File: src/rtl/microwave_ctrl_pkg.sv
`default_nettype none
// ============================================================================
// Module  : microwave_ctrl_pkg
// Purpose : shared state encodings and keypad digit limits
// Revision: 1.0
// ============================================================================
package microwave_ctrl_pkg;

  localparam logic [2:0] c_st_idle  = 3'd0;
  localparam logic [2:0] c_st_entry = 3'd1;
  localparam logic [2:0] c_st_load  = 3'd2;
  localparam logic [2:0] c_st_cook  = 3'd3;
  localparam logic [2:0] c_st_pause = 3'd4;
  localparam logic [2:0] c_st_done  = 3'd5;

  // 9 bounds the ones and minutes digits, 5 the seconds-tens digit
  localparam logic [3:0] c_digit_max  = 4'd9;
  localparam logic [3:0] c_tens_max   = 4'd5;
  localparam logic [1:0] c_digits_max = 2'd3;

endpackage
`default_nettype wire

File: src/rtl/microwave_ctrl_if.sv
`default_nettype none
// ============================================================================
// Module  : microwave_ctrl_if
// Purpose : keypad/button inputs and counter-chain controls of the sequencer
// Revision: 1.0
// ============================================================================
interface microwave_ctrl_if;

  logic       key_valid;
  logic [3:0] key_val;
  logic       startn;
  logic       stopn;
  logic       door_closed;
  logic       zero_in;
  logic       loadn;
  logic       en;
  logic [3:0] min_data;
  logic [3:0] tens_data;
  logic [3:0] ones_data;
  logic       mag_on;
  logic       done;
  logic [2:0] state;

  modport master (
    output key_valid, key_val, startn, stopn, door_closed, zero_in,
    input  loadn, en, min_data, tens_data, ones_data, mag_on, done, state
  );

  modport slave (
    input  key_valid, key_val, startn, stopn, door_closed, zero_in,
    output loadn, en, min_data, tens_data, ones_data, mag_on, done, state
  );

endinterface
`default_nettype wire

File: src/rtl/tick_prescaler.sv
`default_nettype none
// ============================================================================
// Module  : tick_prescaler
// Purpose : divides cook time into countdown steps of TICK_DIV clocks
// Revision: 1.0
// ============================================================================
module tick_prescaler #(
  parameter int TICK_DIV = 4
) (
  input  logic clk,
  input  logic clrn,
  input  logic clear,
  input  logic run,
  output logic tick
);

  localparam int               CNT_W  = $clog2(TICK_DIV);
  localparam logic [CNT_W-1:0] c_last = CNT_W'(TICK_DIV - 1);

  logic [CNT_W-1:0] count_q, count_d;

  always_comb begin
    count_d = count_q;
    if (clear) begin
      count_d = '0;
    end else if (run) begin
      count_d = (count_q == c_last) ? '0 : count_q + 1'b1;
    end
  end

  // Look-ahead on the next count so the registered enable lines up with it
  assign tick = (count_d == c_last);

  always_ff @(posedge clk or negedge clrn) begin
    if (!clrn) begin
      count_q <= '0;
    end else begin
      count_q <= count_d;
    end
  end

endmodule
`default_nettype wire

File: src/rtl/microwave_ctrl.sv
`default_nettype none
// ============================================================================
// Module  : microwave_ctrl
// Purpose : keypad entry, load/cook/pause/done sequencing of the countdown chain
// Revision: 1.0
// ============================================================================
module microwave_ctrl
  import microwave_ctrl_pkg::*;
#(
  parameter int TICK_DIV = 4
) (
  input  logic            clk,
  input  logic            clrn,
  microwave_ctrl_if.slave bus
);

  logic [2:0] state_q, state_d;
  logic [3:0] min_q, min_d, tens_q, tens_d, ones_q, ones_d;
  logic [1:0] ndig_q, ndig_d;
  logic       startn_q, startn_d, stopn_q, stopn_d;
  logic       armed_q, armed_d;
  logic       loadn_q, loadn_d, en_q, en_d, mag_on_q, mag_on_d, done_q, done_d;
  logic       start_edge, stop_edge, key_digit, key_ok, entry_nz, tick;

  always_comb begin
    startn_d   = bus.startn;
    stopn_d    = bus.stopn;
    start_edge = startn_q & ~bus.startn;
    stop_edge  = stopn_q & ~bus.stopn;
    key_digit  = bus.key_valid && (bus.key_val <= c_digit_max);
    // a ones digit above 5 would shift into the tens position
    key_ok     = key_digit && (ndig_q != c_digits_max) && (ones_q <= c_tens_max);
    entry_nz   = |{min_q, tens_q, ones_q};
  end

  tick_prescaler #(
    .TICK_DIV (TICK_DIV)
  ) u_prescaler (
    .clk   (clk),
    .clrn  (clrn),
    .clear (state_q == c_st_load),
    .run   (state_q == c_st_cook),
    .tick  (tick)
  );

  always_ff @(posedge clk or negedge clrn) begin
    if (!clrn) begin
      state_q <= c_st_idle;
    end else begin
      state_q <= state_d;
    end
  end

  // Entry priority: stop, then start, then a key
  always_comb begin
    state_d = state_q;
    case (state_q)
      c_st_idle:  if (key_ok) state_d = c_st_entry;
      c_st_entry: begin
        if (stop_edge)                                    state_d = c_st_idle;
        else if (start_edge && bus.door_closed && entry_nz) state_d = c_st_load;
      end
      c_st_load:  state_d = c_st_cook;
      c_st_cook: begin
        if (armed_q && bus.zero_in)             state_d = c_st_done;
        else if (!bus.door_closed || stop_edge) state_d = c_st_pause;
      end
      c_st_pause: begin
        if (stop_edge)                             state_d = c_st_idle;
        else if (start_edge && bus.door_closed)    state_d = c_st_cook;
      end
      c_st_done:  if (stop_edge || start_edge || key_digit) state_d = c_st_idle;
      default:    state_d = c_st_idle;
    endcase
  end

  always_comb begin
    loadn_d  = (state_d != c_st_load);
    en_d     = (state_d == c_st_cook) && tick;
    mag_on_d = (state_d == c_st_cook);
    done_d   = (state_d == c_st_done);
  end

  always_comb begin
    min_d   = min_q;
    tens_d  = tens_q;
    ones_d  = ones_q;
    ndig_d  = ndig_q;
    armed_d = armed_q;
    if (state_d == c_st_idle) begin
      min_d  = '0;
      tens_d = '0;
      ones_d = '0;
      ndig_d = '0;
    end else if (key_ok && (state_d == c_st_entry)) begin
      min_d  = tens_q;
      tens_d = ones_q;
      ones_d = bus.key_val;
      ndig_d = ndig_q + 2'd1;
    end
    // zero_in is stale on the first cook cycle after a load
    if (state_q == c_st_load) begin
      armed_d = 1'b0;
    end else if (state_q == c_st_cook) begin
      armed_d = 1'b1;
    end
  end

  always_ff @(posedge clk or negedge clrn) begin
    if (!clrn) begin
      min_q    <= '0;
      tens_q   <= '0;
      ones_q   <= '0;
      ndig_q   <= '0;
      armed_q  <= 1'b0;
      startn_q <= 1'b1;
      stopn_q  <= 1'b1;
      loadn_q  <= 1'b1;
      en_q     <= 1'b0;
      mag_on_q <= 1'b0;
      done_q   <= 1'b0;
    end else begin
      min_q    <= min_d;
      tens_q   <= tens_d;
      ones_q   <= ones_d;
      ndig_q   <= ndig_d;
      armed_q  <= armed_d;
      startn_q <= startn_d;
      stopn_q  <= stopn_d;
      loadn_q  <= loadn_d;
      en_q     <= en_d;
      mag_on_q <= mag_on_d;
      done_q   <= done_d;
    end
  end

  assign bus.loadn     = loadn_q;
  assign bus.en        = en_q;
  assign bus.mag_on    = mag_on_q;
  assign bus.done      = done_q;
  assign bus.state     = state_q;
  assign bus.min_data  = min_q;
  assign bus.tens_data = tens_q;
  assign bus.ones_data = ones_q;

endmodule
`default_nettype wire
File: src/flat_wrapper.sv
// flat-port wrapper written by rule: the top's interface ports become plain ports
module microwave_ctrl_flat import microwave_ctrl_pkg::*;
#(
  parameter int TICK_DIV = 4
)
  (clk, clrn, bus_key_valid, bus_key_val, bus_startn, bus_stopn, bus_door_closed, bus_zero_in, bus_loadn, bus_en, bus_min_data, bus_tens_data, bus_ones_data, bus_mag_on, bus_done, bus_state);
  microwave_ctrl_if bus_i ();
  input  logic clk;
  input  logic clrn;
  input wire logic [$bits(bus_i.key_valid)-1:0] bus_key_valid;
  input wire logic [$bits(bus_i.key_val)-1:0] bus_key_val;
  input wire logic [$bits(bus_i.startn)-1:0] bus_startn;
  input wire logic [$bits(bus_i.stopn)-1:0] bus_stopn;
  input wire logic [$bits(bus_i.door_closed)-1:0] bus_door_closed;
  input wire logic [$bits(bus_i.zero_in)-1:0] bus_zero_in;
  output wire logic [$bits(bus_i.loadn)-1:0] bus_loadn;
  output wire logic [$bits(bus_i.en)-1:0] bus_en;
  output wire logic [$bits(bus_i.min_data)-1:0] bus_min_data;
  output wire logic [$bits(bus_i.tens_data)-1:0] bus_tens_data;
  output wire logic [$bits(bus_i.ones_data)-1:0] bus_ones_data;
  output wire logic [$bits(bus_i.mag_on)-1:0] bus_mag_on;
  output wire logic [$bits(bus_i.done)-1:0] bus_done;
  output wire logic [$bits(bus_i.state)-1:0] bus_state;
  assign bus_i.key_valid = bus_key_valid;
  assign bus_i.key_val = bus_key_val;
  assign bus_i.startn = bus_startn;
  assign bus_i.stopn = bus_stopn;
  assign bus_i.door_closed = bus_door_closed;
  assign bus_i.zero_in = bus_zero_in;
  assign bus_loadn = bus_i.loadn;
  assign bus_en = bus_i.en;
  assign bus_min_data = bus_i.min_data;
  assign bus_tens_data = bus_i.tens_data;
  assign bus_ones_data = bus_i.ones_data;
  assign bus_mag_on = bus_i.mag_on;
  assign bus_done = bus_i.done;
  assign bus_state = bus_i.state;
  microwave_ctrl #(.TICK_DIV(TICK_DIV)) u_core (.clk(clk), .clrn(clrn), .bus(bus_i));
endmodule
File: config.mk
export PLATFORM = sky130hd
export DESIGN_NAME = microwave_ctrl_flat
export DESIGN_NICKNAME = d
export VERILOG_FILES = /design/src/rtl/microwave_ctrl_pkg.sv /design/src/rtl/microwave_ctrl_if.sv /design/src/rtl/tick_prescaler.sv /design/src/rtl/microwave_ctrl.sv /design/src/flat_wrapper.sv
export SDC_FILE = /design/constraint.sdc
export NUM_CORES = 1
export LEC_CHECK = 0
export BUFFER_PORTS_ARGS = -buffer_cell sky130_fd_sc_hd__buf_4
export CORE_ASPECT_RATIO = 1.25
export CORE_MARGIN = 2
export CORE_UTILIZATION = 52
export CTS_CLUSTER_SIZE = 40
export DETAILED_ROUTE_END_ITERATION = 8
export PLACE_DENSITY = 0.79
export REMOVE_ABC_BUFFERS = 1
export SKIP_CTS_REPAIR_TIMING = 1
export SKIP_LAST_GASP = 1
export SYNTH_ARGS = -nofsm -noshare
export SYNTH_HDL_FRONTEND = slang
export SYNTH_HIERARCHICAL = 1
export SYNTH_SLANG_ARGS = --single-unit
File: constraint.sdc
create_clock -name clk -period 2.3 [get_ports clk]
set_input_delay 0.23 -clock clk [delete_from_list [all_inputs] [get_ports clk]]
set_output_delay 0.23 -clock clk [all_outputs]
set_load 0.02 [all_outputs]
==> flow_summary.toml, run 1 <==
[finish]
mostFrequentLayoutCell = "buf_4"
drive_above_1_share_pct = 28.1
layout_common_cells = "32 x buf_4, 23 x dfrtp_1, 17 x nand2_1"
fin_nets = 174
synthToLayoutAreaGrowth_pct = 22.7
final_area_sq_um = 1610
diodes = 0

[clocking]
cts.path.max_buffers = 2
root_buffer = "clkbuf_4"
cts_sinks = 26
clk_latency_ns = 0.33
cts_tree = "done"
cts_made_buffers = 3
cts.clk_slew.worst_paths_ns = 0.14
cts_max_level = 1

[global_route]
grt_pass1_vias = 1110
grt_max_degree = 27
antenna_found_initial = 0
grt-ovfl-total = 0
grt_pass1_wl_mm = 4.89
grtUsageTotal_pct = 21.2

[floorplan]
initial_core_util_pct = 54.1
die_width_um = 49.0
io_pins = 30
std_cell_rows = 20
die_y_um = 60.2
dieArea_sq_um = 2950
coreArea_sq_um = 2430

[timing]
finalSetupViolations = 0
worst_clock_skew_ns = 0.00238
layout_min_cycle_time_ns = 2.16
rsz0062_at_grt = "false"
worst_pin_slew_ns = 0.432
max-slew-margin-rel_pct = 70.9
drv_slew = 0
tns_ns = 0
min_period_over_period_pct = 93.9
clock.fmax_mhz = 463
finalHoldViolCount = 0

[power_and_ir_drop]
power_density_nw_per_um2 = 1070
ir_drop_mv = 0.638
leakage_nw = 0.766

[setup_path]
start_kind = "register"
crit_type = "reg -> reg"
endpoint_kind = "register"
worstPathRequired_ns = 2.54
cp.arrival_ns = 2.40
path_max_fanout = 13

[routing]
drc_errors = 0
num_vias = 1072
dr.pass1.iters = 4
drt-total-wl_mm = 2.84
final_antenna_net_count = 0
wl_per_cell_um = 14.7
viasPerCell = 5.55
drtIter0Drc = 21

[placement]
gp_congestion = 0.841
place_hpwl_mm = 2.12
place_area_sq_um = 1560
port_buffers = 29

[job]
drv_cap = 0

[synth]
ys_seq_area_share_pct = 49.8
ys_warn_count = 6
syn-cell-area_sq_um = 1310
synth.distinct_cells = 39
syn_area_per_cell_sq_um = 10.3
synth_cells = 127
ys_ff_latch = 26

[worst_hold_path]
hold_path_class = "in -> reg"

[run_status]
status = "finished, final reports clean"
-- sequential cells by signal, indices dropped and copies added (netlist names) --
register                    count
u_core/ndig_q                   2
u_core/startn_q                 1
u_core/u_prescaler/count_q      2
u_core/bus.mag_on               1
u_core/bus.min_data             4
u_core/bus.en                   1
u_core/armed_q                  1
u_core/bus.tens_data            4
u_core/stopn_q                  1
u_core/bus.loadn                1
u_core/bus.ones_data            4
u_core/bus.done                 1
u_core/bus.state                3
-- cell usage after synthesis --
cell type	count	area share, %
o31a_1	1	0.67
inv_1	15	4.3
nand3b_1	1	0.57
o41a_1	1	0.86
buf_2	2	0.76
nand3_1	4	1.5
nand2_1	17	4.9
o32ai_1	9	6.0
ha_1	2	1.9
nand2b_1	3	1.4
a31oi_1	1	0.48
o22ai_2	1	0.95
and3b_1	1	0.67
nor2_1	4	1.1
nor4_2	1	0.95
and3_1	3	1.4
and2_1	2	0.95
mux2i_1	1	0.76
o32ai_2	3	3.7
buf_6	2	1.7
nor2b_1	3	1.4
clkbuf_1	2	0.57
o21ai_0	2	0.76
o21bai_1	1	0.57
o22a_1	1	0.67
a22o_1	1	0.67
a41oi_1	2	1.3
a21oi_1	4	1.5
and2b_1	1	0.57
o22ai_1	1	0.48
or4_1	3	1.7
dfrtp_1	23	44
nand2b_2	1	0.67
or3b_1	1	0.67
dfstp_2	3	6.0
nand4bb_1	1	0.86
o2111a_2	1	0.95
a211oi_1	1	0.57
or2b_1	1	0.57
-- cell families (layout without fill, tap and decap cells) --
logic type	count (synthesis)	after routing	share of synthesized area [%]
compound gates	30	30	20.2
buf+inv	21	54	7.33
fa+ha+maj	2	2	1.90
flops	26	26	49.8
mux	1	1	0.762
simple gates	47	47	20.0
-- through the flow --
| stage | instances | power [mW] | setup WS (ns) | util [%] | hold WS [ns] |
|---|---|---|---|---|---|
| detailed placement | 186 | 1.52 | 0.164 | 64.1 | 0.158 |
| global placement | 186 | 1.48 | 0.226 | 64.1 | 0.154 |
| finish | 193 | 1.72 | 0.140 | 66.4 | 0.142 |
| floorplan | 121 | 1.20 | 0.0448 | - | -0.0656 |
| global route | 193 | 1.84 | 0.0197 | 66.4 | 0.136 |
| CTS | 190 | 1.72 | 0.146 | 65.2 | -0.213 |
-- per-layer routing --
layer,vias to the layer above,global-route usage (%),wire length (um)
li1,522,-,-
met1,517,25.9,1210
met2,29,38.9,1480
met3,4,2.75,106
met4,0,7.35,39
met5,-,0,0
-- where the power goes --
part           total [mW]  internal, mW  switching, mW
Sequential          0.651         0.552         0.0993
Clock               0.207        0.0682          0.139
Combinational       0.863         0.350          0.513
-- path summary, 6_finish.rpt --
check                                                       to  cells past startpoint                                 from  slack (ns)
setup / recovery           u_core/bus.tens_data[3]$_DFFE_PN0P_                      5  u_core/bus.tens_data[2]$_DFFE_PN0P_        0.14
hold / removal             u_core/bus.ones_data[0]$_DFFE_PN0P_                      3                       bus_key_val[0]        0.14
setup reg to reg           u_core/bus.tens_data[3]$_DFFE_PN0P_                      5  u_core/bus.tens_data[2]$_DFFE_PN0P_        0.14
hold reg to reg                     u_core/armed_q$_DFFE_PN0P_                      2           u_core/armed_q$_DFFE_PN0P_        0.51
max in group asynchronous            u_core/startn_q$_DFF_PN1_                      2                                 clrn        1.68
min in group asynchronous            u_core/bus.done$_DFF_PN0_                      2                                 clrn        0.31
-- critical path: stages, from the launching register on --
cell      delay, ns
dfrtp_1        0.43
or4_1          0.53
o31a_1         0.36
nand2b_2       0.13
o2111a_2       0.40
and2b_1        0.22
-- cell type report --
class | instances | area (sq um)
clock buffers | 4 | 26.3
inverters | 15 | 56.3
well taps | 33 | 41.3
repair buffers | 35 | 270
flip-flops and latches | 26 | 654
multi-input cells | 80 | 563
fillers | 201 | 816
Note: power is estimated with default switching activity, not from simulation.
==> run 2, diff against run 1 <==
- clock period: 2.3 -> 2.2 ns (I/O delays scaled with it)
==> flow_summary.toml, run 2 (synthesized netlist as in run 1, its figures left out) <==
[power_and_ir_drop]
power_density_nw_per_um2 = 1160
ir_drop_mv = 0.693
total_power_mw = 1.93
leakage_nw = 0.802

[routing]
wl_met2_mm = 1.59
final_antenna_net_count = 0
route.met3.wl_um = 144
num_vias = 1135
wl_per_cell_um = 15.0
drt-total-wl_mm = 2.99
viasPerCell = 5.70
highest_layer = "met4"
dr.pass1.iters = 4
drc_errors = 0
drtIter0Drc = 23
met1_length_mm = 1.25

[clocking]
cts.path.max_buffers = 2
cts.clk_slew.worst_paths_ns = 0.14
clk_latency_ns = 0.32
cts_tree = "done"
cts_made_buffers = 3
root_buffer = "clkbuf_4"
cts_max_level = 1
cts_sinks = 26

[setup_path]
endpoint_kind = "register"
critical_path.slowest_cell = "or4_1"
cpPeakStageDelay_ns = 0.52
start_kind = "register"
cp.arrival_ns = 2.42
crit_type = "reg -> reg"
path_max_fanout = 4
path_buf_inv = 1
crit_family = "compound AO/OA/AOI/OAI gates"
worstPathRequired_ns = 2.46
path_cells = "or4_1 -> o31a_1 -> o22a_1 -> o2111a_2 -> buf_4 -> and2b_1"

[placement]
place_inst = 187
port_buffers = 29
gp_congestion = 0.876
place_ws_ns = 0.0400
place_hpwl_mm = 2.18

[finish]
fin_nets = 180
layout_common_cells = "38 x buf_4, 23 x dfrtp_1, 17 x nand2_1"
synthToLayoutAreaGrowth_pct = 27.0
mostFrequentLayoutCell = "buf_4"
fin_util_pct = 68.7
drive_above_1_share_pct = 31.9
final_cell_count_no_fill = 199
fillers = 186
diodes = 0

[run_status]
status = "finished, final reports clean"

[floorplan]
initial_core_util_pct = 54.1
std_cell_rows = 20
die_y_um = 60.2
dieArea_sq_um = 2950
coreArea_sq_um = 2430
io_pins = 30
die_width_um = 49.0

[global_route]
grtUsageTotal_pct = 21.0
grt_pass1_wl_mm = 4.78
grt_max_degree = 27
grt-ovfl-total = 0
antenna_found_initial = 0
grt_pass1_vias = 1078

[timing]
tns_ns = 0
clock.fmax_mhz = 463
drv_slew = 0
finalHoldViolCount = 0
finalSetupViolations = 0
worst_clock_skew_ns = 0.0105
worst_pin_slew_ns = 0.394
rsz0062_at_grt = "true"
max-slew-margin-rel_pct = 73.4
layout_min_cycle_time_ns = 2.16
min_period_over_period_pct = 98.1
setup_ws_ns = 0.0412

[worst_hold_path]
hold_path_class = "in -> reg"

[job]
drv_cap = 0
-- run 2: per-stage QoR --
step                      area [sq um]  hold WS, ns
after floorplan                   1270      -0.0756
after global placement            1560        0.142
after detailed placement          1560        0.149
after CTS                         1600       -0.214
after global routing              1670        0.152
final                             1670        0.147
-- run 2: cell type report --
type	count	area, sq um	share of cell area (%)
well taps	33	41.3	2.48
flip-flops and latches	26	654	39.2
clock buffers	4	36.3	2.18
inverters	15	56.3	3.38
repair buffers	41	315	18.9
multi-input cells	80	564	33.8
-- run 2: worst reg2reg max path, delay by kind of cell, from the launching register on --
kind,cells,cell delay (ns)
AND/OR/NAND/NOR,2,0.70
buffers and inverters,1,0.15
flip-flops,1,0.44
AO/OA/AOI/OAI,3,0.81
-- run 2: path summary, 6_finish.rpt --
path                                                          start                             endpoint  slack, ns  cells after the start
worst max-delay path            u_core/bus.ones_data[0]$_DFFE_PN0P_  u_core/bus.tens_data[3]$_DFFE_PN0P_       0.04                      6
min in group asynchronous                                      clrn  u_core/bus.tens_data[2]$_DFFE_PN0P_       0.33                      2
worst min register to register           u_core/armed_q$_DFFE_PN0P_           u_core/armed_q$_DFFE_PN0P_       0.50                      2
worst max register to register  u_core/bus.ones_data[0]$_DFFE_PN0P_  u_core/bus.tens_data[3]$_DFFE_PN0P_       0.04                      6
max in group asynchronous                                      clrn             u_core/stopn_q$_DFF_PN1_       1.58                      2
worst min-delay path                                 bus_key_val[0]  u_core/bus.ones_data[0]$_DFFE_PN0P_       0.15                      3
-- run 2: report_power, final --
group | internal [mW] | switching (mW)
registers | 0.577 | 0.0983
logic | 0.448 | 0.568
clock network | 0.101 | 0.137
total | 1.13 | 0.803
-- run 2: layer usage --
| layer | track usage [%] | up-vias |
|---|---|---|
| met4 | 6.12 | 0 |
| li1 | - | 534 |
| met3 | 2.75 | 2 |
| met5 | 0 | - |
| met1 | 24.4 | 559 |
| met2 | 40.5 | 40 |
